**config.mk**
```make
export PLATFORM = sky130hd
export DESIGN_NAME = uart_rx_fifo
export DESIGN_NICKNAME = d
export VERILOG_FILES = /design/src/rtl/uart_pkg.sv /design/src/rtl/uart_fifo_mem.sv /design/src/rtl/uart_rx_fifo.sv
export SDC_FILE = /design/constraint.sdc
export NUM_CORES = 1
export LEC_CHECK = 0
export ABC_AREA = 0
export CORE_MARGIN = 10
export CORE_UTILIZATION = 55
export DETAILED_ROUTE_END_ITERATION = 8
export GPL_TIMING_DRIVEN = 0
export PLACE_DENSITY_LB_ADDON = 0.05
export SYNTH_ARGS = -nofsm -noshare
export SYNTH_HDL_FRONTEND = slang
export SYNTH_HIERARCHICAL = 1
export SYNTH_SLANG_ARGS = --single-unit
```
**constraint.sdc**
```tcl
create_clock -name clk_i -period 6.7 [get_ports clk_i]
set_input_delay 0.67 -clock clk_i [delete_from_list [all_inputs] [get_ports clk_i]]
set_output_delay 0.67 -clock clk_i [all_outputs]
set_load 0.01 [all_outputs]
```
**src/rtl/uart_pkg.sv**
```systemverilog
// -----------------------------------------------------------------------------
// uart_pkg
// Shared UART constants for uart_rx, uart_tx and uart_rx_fifo.
//   UART_DATA_W     : byte width carried between the UART blocks
//   UART_FIFO_DEPTH : default receive/transmit buffer depth
//   UART_FIFO_CW    : pointer/count width for the default depth
//   ptr_width()     : pointer/count width for any power-of-two depth; the
//                     extra MSB tells a full buffer apart from an empty one
// -----------------------------------------------------------------------------
package uart_pkg;

  localparam int UART_DATA_W     = 8;
  localparam int UART_FIFO_DEPTH = 16;

  function automatic int ptr_width(input int depth);
    return $clog2(depth) + 1;
  endfunction

  localparam int UART_FIFO_CW = ptr_width(UART_FIFO_DEPTH);

endpackage : uart_pkg

```
**src/rtl/uart_fifo_mem.sv**
```systemverilog
// -----------------------------------------------------------------------------
// uart_fifo_mem
// DEPTH x WIDTH storage array for the UART buffers: one registered write port
// and one asynchronous (combinational) read port.
// Ports:
//   clk_i      : clock
//   wr_en_i    : write strobe, already qualified by the FIFO control logic
//   wr_addr_i  : write address
//   wr_data_i  : write data
//   rd_addr_i  : read address
//   rd_data_o  : mem[rd_addr_i], combinational
// -----------------------------------------------------------------------------
module uart_fifo_mem #(
  parameter int DEPTH = 16,
  parameter int WIDTH = 8,
  parameter int AW    = $clog2(DEPTH)
) (
  input  logic             clk_i,
  input  logic             wr_en_i,
  input  logic [AW-1:0]    wr_addr_i,
  input  logic [WIDTH-1:0] wr_data_i,
  input  logic [AW-1:0]    rd_addr_i,
  output logic [WIDTH-1:0] rd_data_o
);

  logic [WIDTH-1:0] r_mem [DEPTH];

  // NOTE: the array has no reset; contents are only ever read behind a valid
  // pointer, so clearing them would buy nothing and would block RAM mapping.
  always_ff @(posedge clk_i) begin
    if (wr_en_i) begin
      r_mem[wr_addr_i] <= wr_data_i;
    end
  end

  assign rd_data_o = r_mem[rd_addr_i];

endmodule : uart_fifo_mem

```
**src/rtl/uart_rx_fifo.sv**
```systemverilog
// -----------------------------------------------------------------------------
// uart_rx_fifo
// Show-ahead receive buffer placed behind uart_rx. Every accepted rx_valid_i
// strobe stores one byte; the bus side pops bytes with rd_req_i and sees level,
// sticky overflow and interrupt status.
//
// Build option: define UART_RX_FIFO_TIMEOUT_EN to add a 16-bit idle counter
// that raises timeout_o when a non-empty buffer has seen neither a write nor
// a pop for timeout_i cycles. Without it timeout_o is tied low and timeout_i is
// ignored; the port list is the same in both builds.
//
// Ports (CW = $clog2(DEPTH)+1):
//   clk_i, rst_i  : clock, asynchronous active-high reset
//   rx_data_i     : [WIDTH] byte from uart_rx
//   rx_valid_i    : write strobe from uart_rx
//   rd_req_i      : pop the head entry (ignored while empty)
//   rd_data_o     : [WIDTH] head entry, 0 while empty
//   empty_o       : buffer empty
//   full_o        : buffer full
//   count_o       : [CW] stored entries, 0..DEPTH
//   thresh_i      : [CW] interrupt level, 0 disables the level interrupt
//   overflow_o    : sticky, a byte was dropped
//   ovf_clr_i     : clears overflow_o (a new overflow in the same cycle wins)
//   timeout_i     : [16] idle timeout in cycles, 0 disables
//   timeout_o     : idle timeout flag
//   irq_o         : level || overflow || timeout
// -----------------------------------------------------------------------------
module uart_rx_fifo
  import uart_pkg::*;
#(
  parameter int DEPTH = UART_FIFO_DEPTH,
  parameter int WIDTH = UART_DATA_W
) (
  input  logic                          clk_i,
  input  logic                          rst_i,
  input  logic [WIDTH-1:0]              rx_data_i,
  input  logic                          rx_valid_i,
  input  logic                          rd_req_i,
  output logic [WIDTH-1:0]              rd_data_o,
  output logic                          empty_o,
  output logic                          full_o,
  output logic [ptr_width(DEPTH)-1:0]   count_o,
  input  logic [ptr_width(DEPTH)-1:0]   thresh_i,
  output logic                          overflow_o,
  input  logic                          ovf_clr_i,
  input  logic [15:0]                   timeout_i,
  output logic                          timeout_o,
  output logic                          irq_o
);

  localparam int CW = ptr_width(DEPTH);
  localparam int AW = CW - 1;

  logic [CW-1:0]    r_wr_ptr;
  logic [CW-1:0]    r_rd_ptr;
  logic             r_overflow;

  logic             w_empty;
  logic             w_full;
  logic             w_rd_acc;
  logic             w_wr_acc;
  logic             w_ovf_set;
  logic [WIDTH-1:0] w_mem_rd_data;

  // Pointers carry one extra MSB: equal pointers mean empty, equal low bits
  // with differing MSBs mean full.
  assign w_empty = (r_wr_ptr == r_rd_ptr);
  assign w_full  = (r_wr_ptr[CW-1] != r_rd_ptr[CW-1]) &&
                   (r_wr_ptr[AW-1:0] == r_rd_ptr[AW-1:0]);

  // A pop frees the slot in the same edge, so a write into a full buffer is
  // accepted when a pop accompanies it. A pop on an empty buffer never
  // happens, so write+pop while empty is a plain write.
  assign w_rd_acc  = rd_req_i && !w_empty;
  assign w_wr_acc  = rx_valid_i && (!w_full || rd_req_i);
  assign w_ovf_set = rx_valid_i && w_full && !rd_req_i;

  // NOTE: state registers use non-blocking assignments so every flop samples
  // the pre-edge values of its neighbours regardless of block ordering.
  always_ff @(posedge clk_i or posedge rst_i) begin
    if (rst_i) begin
      r_wr_ptr <= '0;
      r_rd_ptr <= '0;
    end else begin
      if (w_wr_acc) r_wr_ptr <= r_wr_ptr + 1'b1;
      if (w_rd_acc) r_rd_ptr <= r_rd_ptr + 1'b1;
    end
  end

  always_ff @(posedge clk_i or posedge rst_i) begin
    if (rst_i) begin
      r_overflow <= 1'b0;
    end else if (w_ovf_set) begin
      r_overflow <= 1'b1;
    end else if (ovf_clr_i) begin
      r_overflow <= 1'b0;
    end
  end

  uart_fifo_mem #(
    .DEPTH (DEPTH),
    .WIDTH (WIDTH),
    .AW    (AW)
  ) u_mem (
    .clk_i     (clk_i),
    .wr_en_i   (w_wr_acc),
    .wr_addr_i (r_wr_ptr[AW-1:0]),
    .wr_data_i (rx_data_i),
    .rd_addr_i (r_rd_ptr[AW-1:0]),
    .rd_data_o (w_mem_rd_data)
  );

`ifdef UART_RX_FIFO_TIMEOUT_EN
  logic [15:0] r_idle_cnt;
  logic        r_timeout;

  // Idle cycles since the last accepted write or pop; held at 0 while empty
  // so only a stalled, partially filled buffer can time out.
  always_ff @(posedge clk_i or posedge rst_i) begin
    if (rst_i) begin
      r_idle_cnt <= '0;
    end else if (w_wr_acc || w_rd_acc || w_empty) begin
      r_idle_cnt <= '0;
    end else if (r_idle_cnt != 16'hFFFF) begin
      r_idle_cnt <= r_idle_cnt + 16'd1;
    end
  end

  // Clearing wins over setting: a pop in the match cycle services the buffer.
  always_ff @(posedge clk_i or posedge rst_i) begin
    if (rst_i) begin
      r_timeout <= 1'b0;
    end else if (w_rd_acc || w_empty) begin
      r_timeout <= 1'b0;
    end else if ((timeout_i != 16'd0) && (r_idle_cnt == timeout_i)) begin
      r_timeout <= 1'b1;
    end
  end

  assign timeout_o = r_timeout;
`else
  // Idle detector not built; fold the unused input into a named sink.
  logic w_unused_timeout;
  assign w_unused_timeout = ^timeout_i;
  assign timeout_o        = 1'b0;
`endif

  assign empty_o    = w_empty;
  assign full_o     = w_full;
  assign count_o    = r_wr_ptr - r_rd_ptr;
  assign rd_data_o  = w_empty ? '0 : w_mem_rd_data;
  assign overflow_o = r_overflow;
  assign irq_o      = ((thresh_i != '0) && (count_o >= thresh_i)) ||
                      r_overflow || timeout_o;

endmodule : uart_rx_fifo

```
# Word-level counts from Yosys, hierarchy flattened
# Memory sizes are Yosys's and may differ from the RTL's.
# Cells that the tools add are included.
[totals]
rom_bits = 0
latch_bits = 0
register_bits = 11
mem_count = 1
input_bits = 34
output_inout_bits = 18
mem_bits_rw = 128
elab_cells = 29
[op_classes]
shifts = 0
n_reduce_logical = 13
bitwise = 0
n_eq_ne = 3
n_lt_le_gt_ge = 1
div = 0
n_mux = 5
mul = 0
add_sub_neg = 3
[mem_list]
columns = ["name", "words", "word_bits", "rd", "rd_ports_with_merged_regs", "write_ports", "line_no", "text"]
rows = [
  ["u_mem.r_mem", 16, 8, 1, 0, 1, "uart_fifo_mem.sv:26", "logic [WIDTH-1:0] r_mem [DEPTH];"],
]
[op_table]
columns = ["operator", "n"]
rows = [
  ["5-bit by 1-bit adder with 5-bit output, second input constant", 2],
  ["8-bit 2-to-1 mux", 1],
  ["1-bit logical AND", 6],
  ["5-bit == test", 1],
  ["5-bit greater-or-equal comparator", 1],
  ["5-bit nonzero test", 1],
  ["5-bit subtractor", 1],
  ["4-bit == test", 1],
  ["1-bit 2-to-1 mux", 4],
  ["1-bit logical NOT", 3],
  ["1-bit logical OR", 2],
  ["2-bit nonzero test", 1],
  ["1-bit != test", 1],
]

# Logic depth before layout (Yosys ltp)
[logic_depth]
word_depth = 7
depth_mapped = 10
depth_no_buf = 10

# Hierarchy
# The synthesis kept the hierarchy.
[by_module_without_submodules]
columns = ["module", "cells_per_inst", "seq_area_each_um2", "n_inst", "area_per_inst_um2"]
rows = [
  ["uart_fifo_mem", 221, 3843.7, 1, 4987.3],
  ["uart_rx_fifo", 90, 275.3, 1, 894.6],
]

# Worst setup path before layout
# Ideal clock, no wire load.
[synth_timing]
path_type = "register -> output"
startpoint = "register r_wr_ptr[0]"
endpoint = "output port irq_o"
path_slack_ns = 3.757
stages_incl_launch_ff = 11
t_required_ns = 6.030
n_path_buf = 0
t_arrival_ns = 2.273
cell_sequence = "dfrtp_1 -> inv_1 -> ha_1 -> inv_1 -> fa_1 -> a21o_1 -> a21oi_1 -> xnor2_1 -> ha_1 -> a211oi_1 -> a32oi_1"
[synth_between]
elab_chain_len = 4
[synth_lines]
columns = ["item", "line_no", "text"]
rows = [
  ["start, declared", "uart_rx_fifo.sv:54", "logic [CW-1:0] r_wr_ptr;"],
  ["start signal, assigned", "uart_rx_fifo.sv:85", "if (w_wr_acc) r_wr_ptr <= r_wr_ptr + 1'b1;"],
  ["5-bit subtractor", "uart_rx_fifo.sv:150", "assign count_o = r_wr_ptr - r_rd_ptr;"],
  ["via count_o[4]", "uart_rx_fifo.sv:42", "output logic [ptr_width(DEPTH)-1:0] count_o,"],
  ["5-bit greater-or-equal comparator", "uart_rx_fifo.sv:153", "assign irq_o = ((thresh_i != '0) && (count_o >= thresh_i)) ||"],
  ["1-bit logical AND", "uart_rx_fifo.sv:153", ""],
  ["1-bit logical OR", "uart_rx_fifo.sv:153", ""],
  ["end, declared", "uart_rx_fifo.sv:48", "output logic irq_o"],
]
# The timed path passes the listed nets, and every way through them passes these cells.

# Worst setup path in the final report
[layout_timing]
startpoint = "register r_wr_ptr[0]"
endpoint = "output port irq_o"
[layout_between]
elab_chain_len = 4
[layout_lines]
columns = ["item", "line_no"]
rows = [
  ["5-bit subtractor", "uart_rx_fifo.sv:150"],
  ["5-bit greater-or-equal comparator", "uart_rx_fifo.sv:153"],
  ["1-bit logical AND", "uart_rx_fifo.sv:153"],
  ["1-bit logical OR", "uart_rx_fifo.sv:153"],
]
# No other way between the ends.

==> impl_metrics.tcl <==
set metrics [dict create \
    status "finished, final reports clean" \
    place.gp.congestion 0.7396 \
    p_seq_frac 0.342 \
    max_stage_delay_ps 520 \
    synthArstFlopShare 0.07914 \
    internal-power_mw 2.282 \
    fin_skew_ps 5.174 \
    dp_hpwl_mm 7.768 \
    hold_buffers 0 \
    cp.arrival_ps 3390 \
    cts_tree "done" \
    worst_slew_margin_rel 0.1121 \
    syn_area_sq_um 5882 \
    synth_top_area_frac 0.6535 \
    wl_met3_um 684 \
    cts_max_level 4 \
    ys_top_cells_by_area "edfxtp_1 (65%), mux4_2 (6.9%), mux4_1 (6.3%)" \
    synth_cell_types 41 \
    routed_wl_mm 11.53 \
    yosys_warnings 6 \
    dp.cells 481 \
    cts_buffers 17 \
    path_class "register to output port" \
    vdd_drop_max_v 0.0003693 \
    multiInputGateArea_sq_um 1619 \
    grt_pass1_wl_mm 17.79 \
    die_area_sq_um 15230 \
    wl_met1_mm 4.910 \
    synth_edf_count 128 \
    synth.most_common_cell "edfxtp_1" \
    gr-usage-all-layers 0.1618 \
    powerDensity_nw_per_um2 481.0 \
    port_buffers 34 \
    path_buf_inv 3 \
    fin_cells 513 \
    crit_end "irq_o" \
    crit_slowest_cell "dfrtp_1" \
    utilization 0.6719 \
    setup_violations 0 \
    post_cts_resized 0 \
    hold_path_class "input port to asynchronous set/reset pin" \
    antenna_found_initial 0 \
    nets 410 \
    viasPerCell 5.817 \
    worstSkewPairLatency_ps 520 \
    start_util 0.5672 \
    syn2layout_area_growth_pct 18.46 \
    yosysSeqAreaShare 0.7003 \
    reg2reg_to "u_mem/r_mem[8][4]$_DFFE_PP_" \
    core_sq_um 10370 \
    post_cts_buffers 0 \
    drt_iter0_drc 205 \
    ios 52 \
    finalHoldViolations 0 \
    finalCritPeriodShare 0.6058 \
    grt-ovfl-total 0 \
    grt_pass1_vias 3048 \
    synth_ff_type "edfxtp_1" \
    synth-seq-cells 139 \
    r2r_cells 7 \
    cp_cell_sequence "inv_1, ha_1, inv_1, fa_1, a21o_1, a21oi_1, xnor2_1, ha_1, a211oi_1, a32oi_1, clkdlybuf4s50_1" \
    ys_top_cells_by_count "edfxtp_1 (128), mux4_2 (18), nor2_1 (17)" \
    rrSetupSlack_ps 3670 \
    post-route-min-period_ps 4059 \
    cts_root_buf "clkbuf_8" \
    path_delay_family "adder cells" \
    power.leakage_nw 2.425 \
    antenna_left 0 \
    die_x_um 123.4 \
    synth_area_per_cell_sq_um 18.91 \
    rows 37 \
    synth_top_area_cell "edfxtp_1" \
    cp-startpoint "r_wr_ptr[0]$_DFFE_PP0P_" \
    path_clk_slew_ps 60 \
    p_switching_mw 1.069 \
    worstSetupStartpointType "register" \
    r2r-start "r_wr_ptr[0]$_DFFE_PP0P_" \
    clockBufferDepth 2 \
    cap_violations 0 \
    switching_share 0.3191 \
    crit_cells 11 \
    synth_nets 357 \
    rsz0062_at_grt "no" \
    cp-end-kind "output port" \
    routedWlPerCell_um 22.47 \
    p_comb_frac 0.395 \
    drc 0 \
    tightestPinTransition_ps 1322 \
    ff_latch_area_sq_um 4119 \
    fillers 747 \
    num_antenna_cells 0 \
    grt_max_degree 17 \
    routed-wl-met2_mm 5.746 \
    synthCells 311 \
    worstPathMaxFanout 11 \
    slew_viol_final 0 \
    dr.pass1.iters 4 \
    tns_ps 0 \
    die_h_um 123.4 \
    vias 2984 \
    required_ps 6030 \
    clock-sinks 139 \
    top_layer "met4" \
    clkPwrFrac 0.262 \
    fmax_mhz 246.4 \
    drive_gt1_frac 0.1804 \
]
layer usage:
metal	vias up	track usage
li1	1358	-
met1	1524	0.2121
met2	84	0.2573
met3	18	0.03783
met4	0	0.06405
met5	-	0
state kept, by name (all words and copies together), names as in the netlist:
name,cells
overflow_o,1
u_mem/r_mem,128
r_rd_ptr,5
r_wr_ptr,5
worst min-delay path by stage:
stage / slack (ps) / end
floorplan: 490 / r_rd_ptr[4]$_DFFE_PP0P_
detailed placement: 510 / r_wr_ptr[4]$_DFFE_PP0P_
global placement: 510 / r_rd_ptr[4]$_DFFE_PP0P_
CTS: 460 / r_rd_ptr[2]$_DFFE_PP0P_
finish: 460 / r_rd_ptr[2]$_DFFE_PP0P_
global route: 490 / r_rd_ptr[2]$_DFFE_PP0P_
power by group through the flow:
stage | Combinational (mW) | Clock (mW) | Sequential [mW]
3_5_place_dp | 1.34 | 0 | 1.16
3_3_place_gp | 1.32 | 0 | 1.16
5_1_grt | 1.45 | 0.928 | 1.16
6_report | 1.33 | 0.879 | 1.15
4_1_cts | 1.35 | 0.894 | 1.15
2_1_floorplan | 0.839 | 0 | 1.14
cell usage in the layout (no fill, tap or decap), types with 3 or more instances in the layout:
master / count
inv_1: 13
inv_6: 4
clkbuf_1: 4
clkdlybuf4s25_2: 3
clkbuf_16: 16
buf_2: 3
nor2b_1: 9
mux4_2: 18
nand3_1: 3
clkinv_4: 3
a22oi_1: 16
edfxtp_1: 128
nand2b_1: 3
mux4_1: 14
nand2_1: 13
nor3_1: 5
dfrtp_1: 11
xnor2_1: 6
xor2_1: 5
nor2_1: 17
buf_6: 4
ha_1: 11
clkdlybuf4s50_1: 34
per-stage QoR:
step,total power [mW],area (sq um),hold slack (ps),setup slack (ps)
after global placement,2.480,6392,509.8,3065
final,3.352,6968,464.6,2641
after global routing,3.536,6968,486.7,2440
after detailed placement,2.503,6397,513.5,3086
after floorplan,1.974,5882,492.4,3757
after CTS,3.387,6963,463.5,2606
final cells by class:
cell class | count | share of cell area
plain buffers | 12 | 0.01508
clock buffers | 21 | 0.06159
clock inverters | 11 | 0.01957
inverters | 13 | 0.007003
multi-input cells | 147 | 0.2324
flip-flops and latches | 139 | 0.5911
well taps | 136 | 0.02442
repair buffers | 34 | 0.04884
kinds of logic (layout without fill, tap and decap cells):
group,after synthesis,count (layout),share of synthesized area
other,1,1,0.0006376
and+or+nand+nor,62,62,0.05616
muxes,34,34,0.1359
xor gates and xnor gates,12,12,0.01915
buffers and inverters,25,91,0.02616
adders and majority gates,12,12,0.02680
DFF,139,139,0.7003
AOI/OAI and AO/OA,26,26,0.03489
No activity file was read; power rests on OpenSTA's default activity.
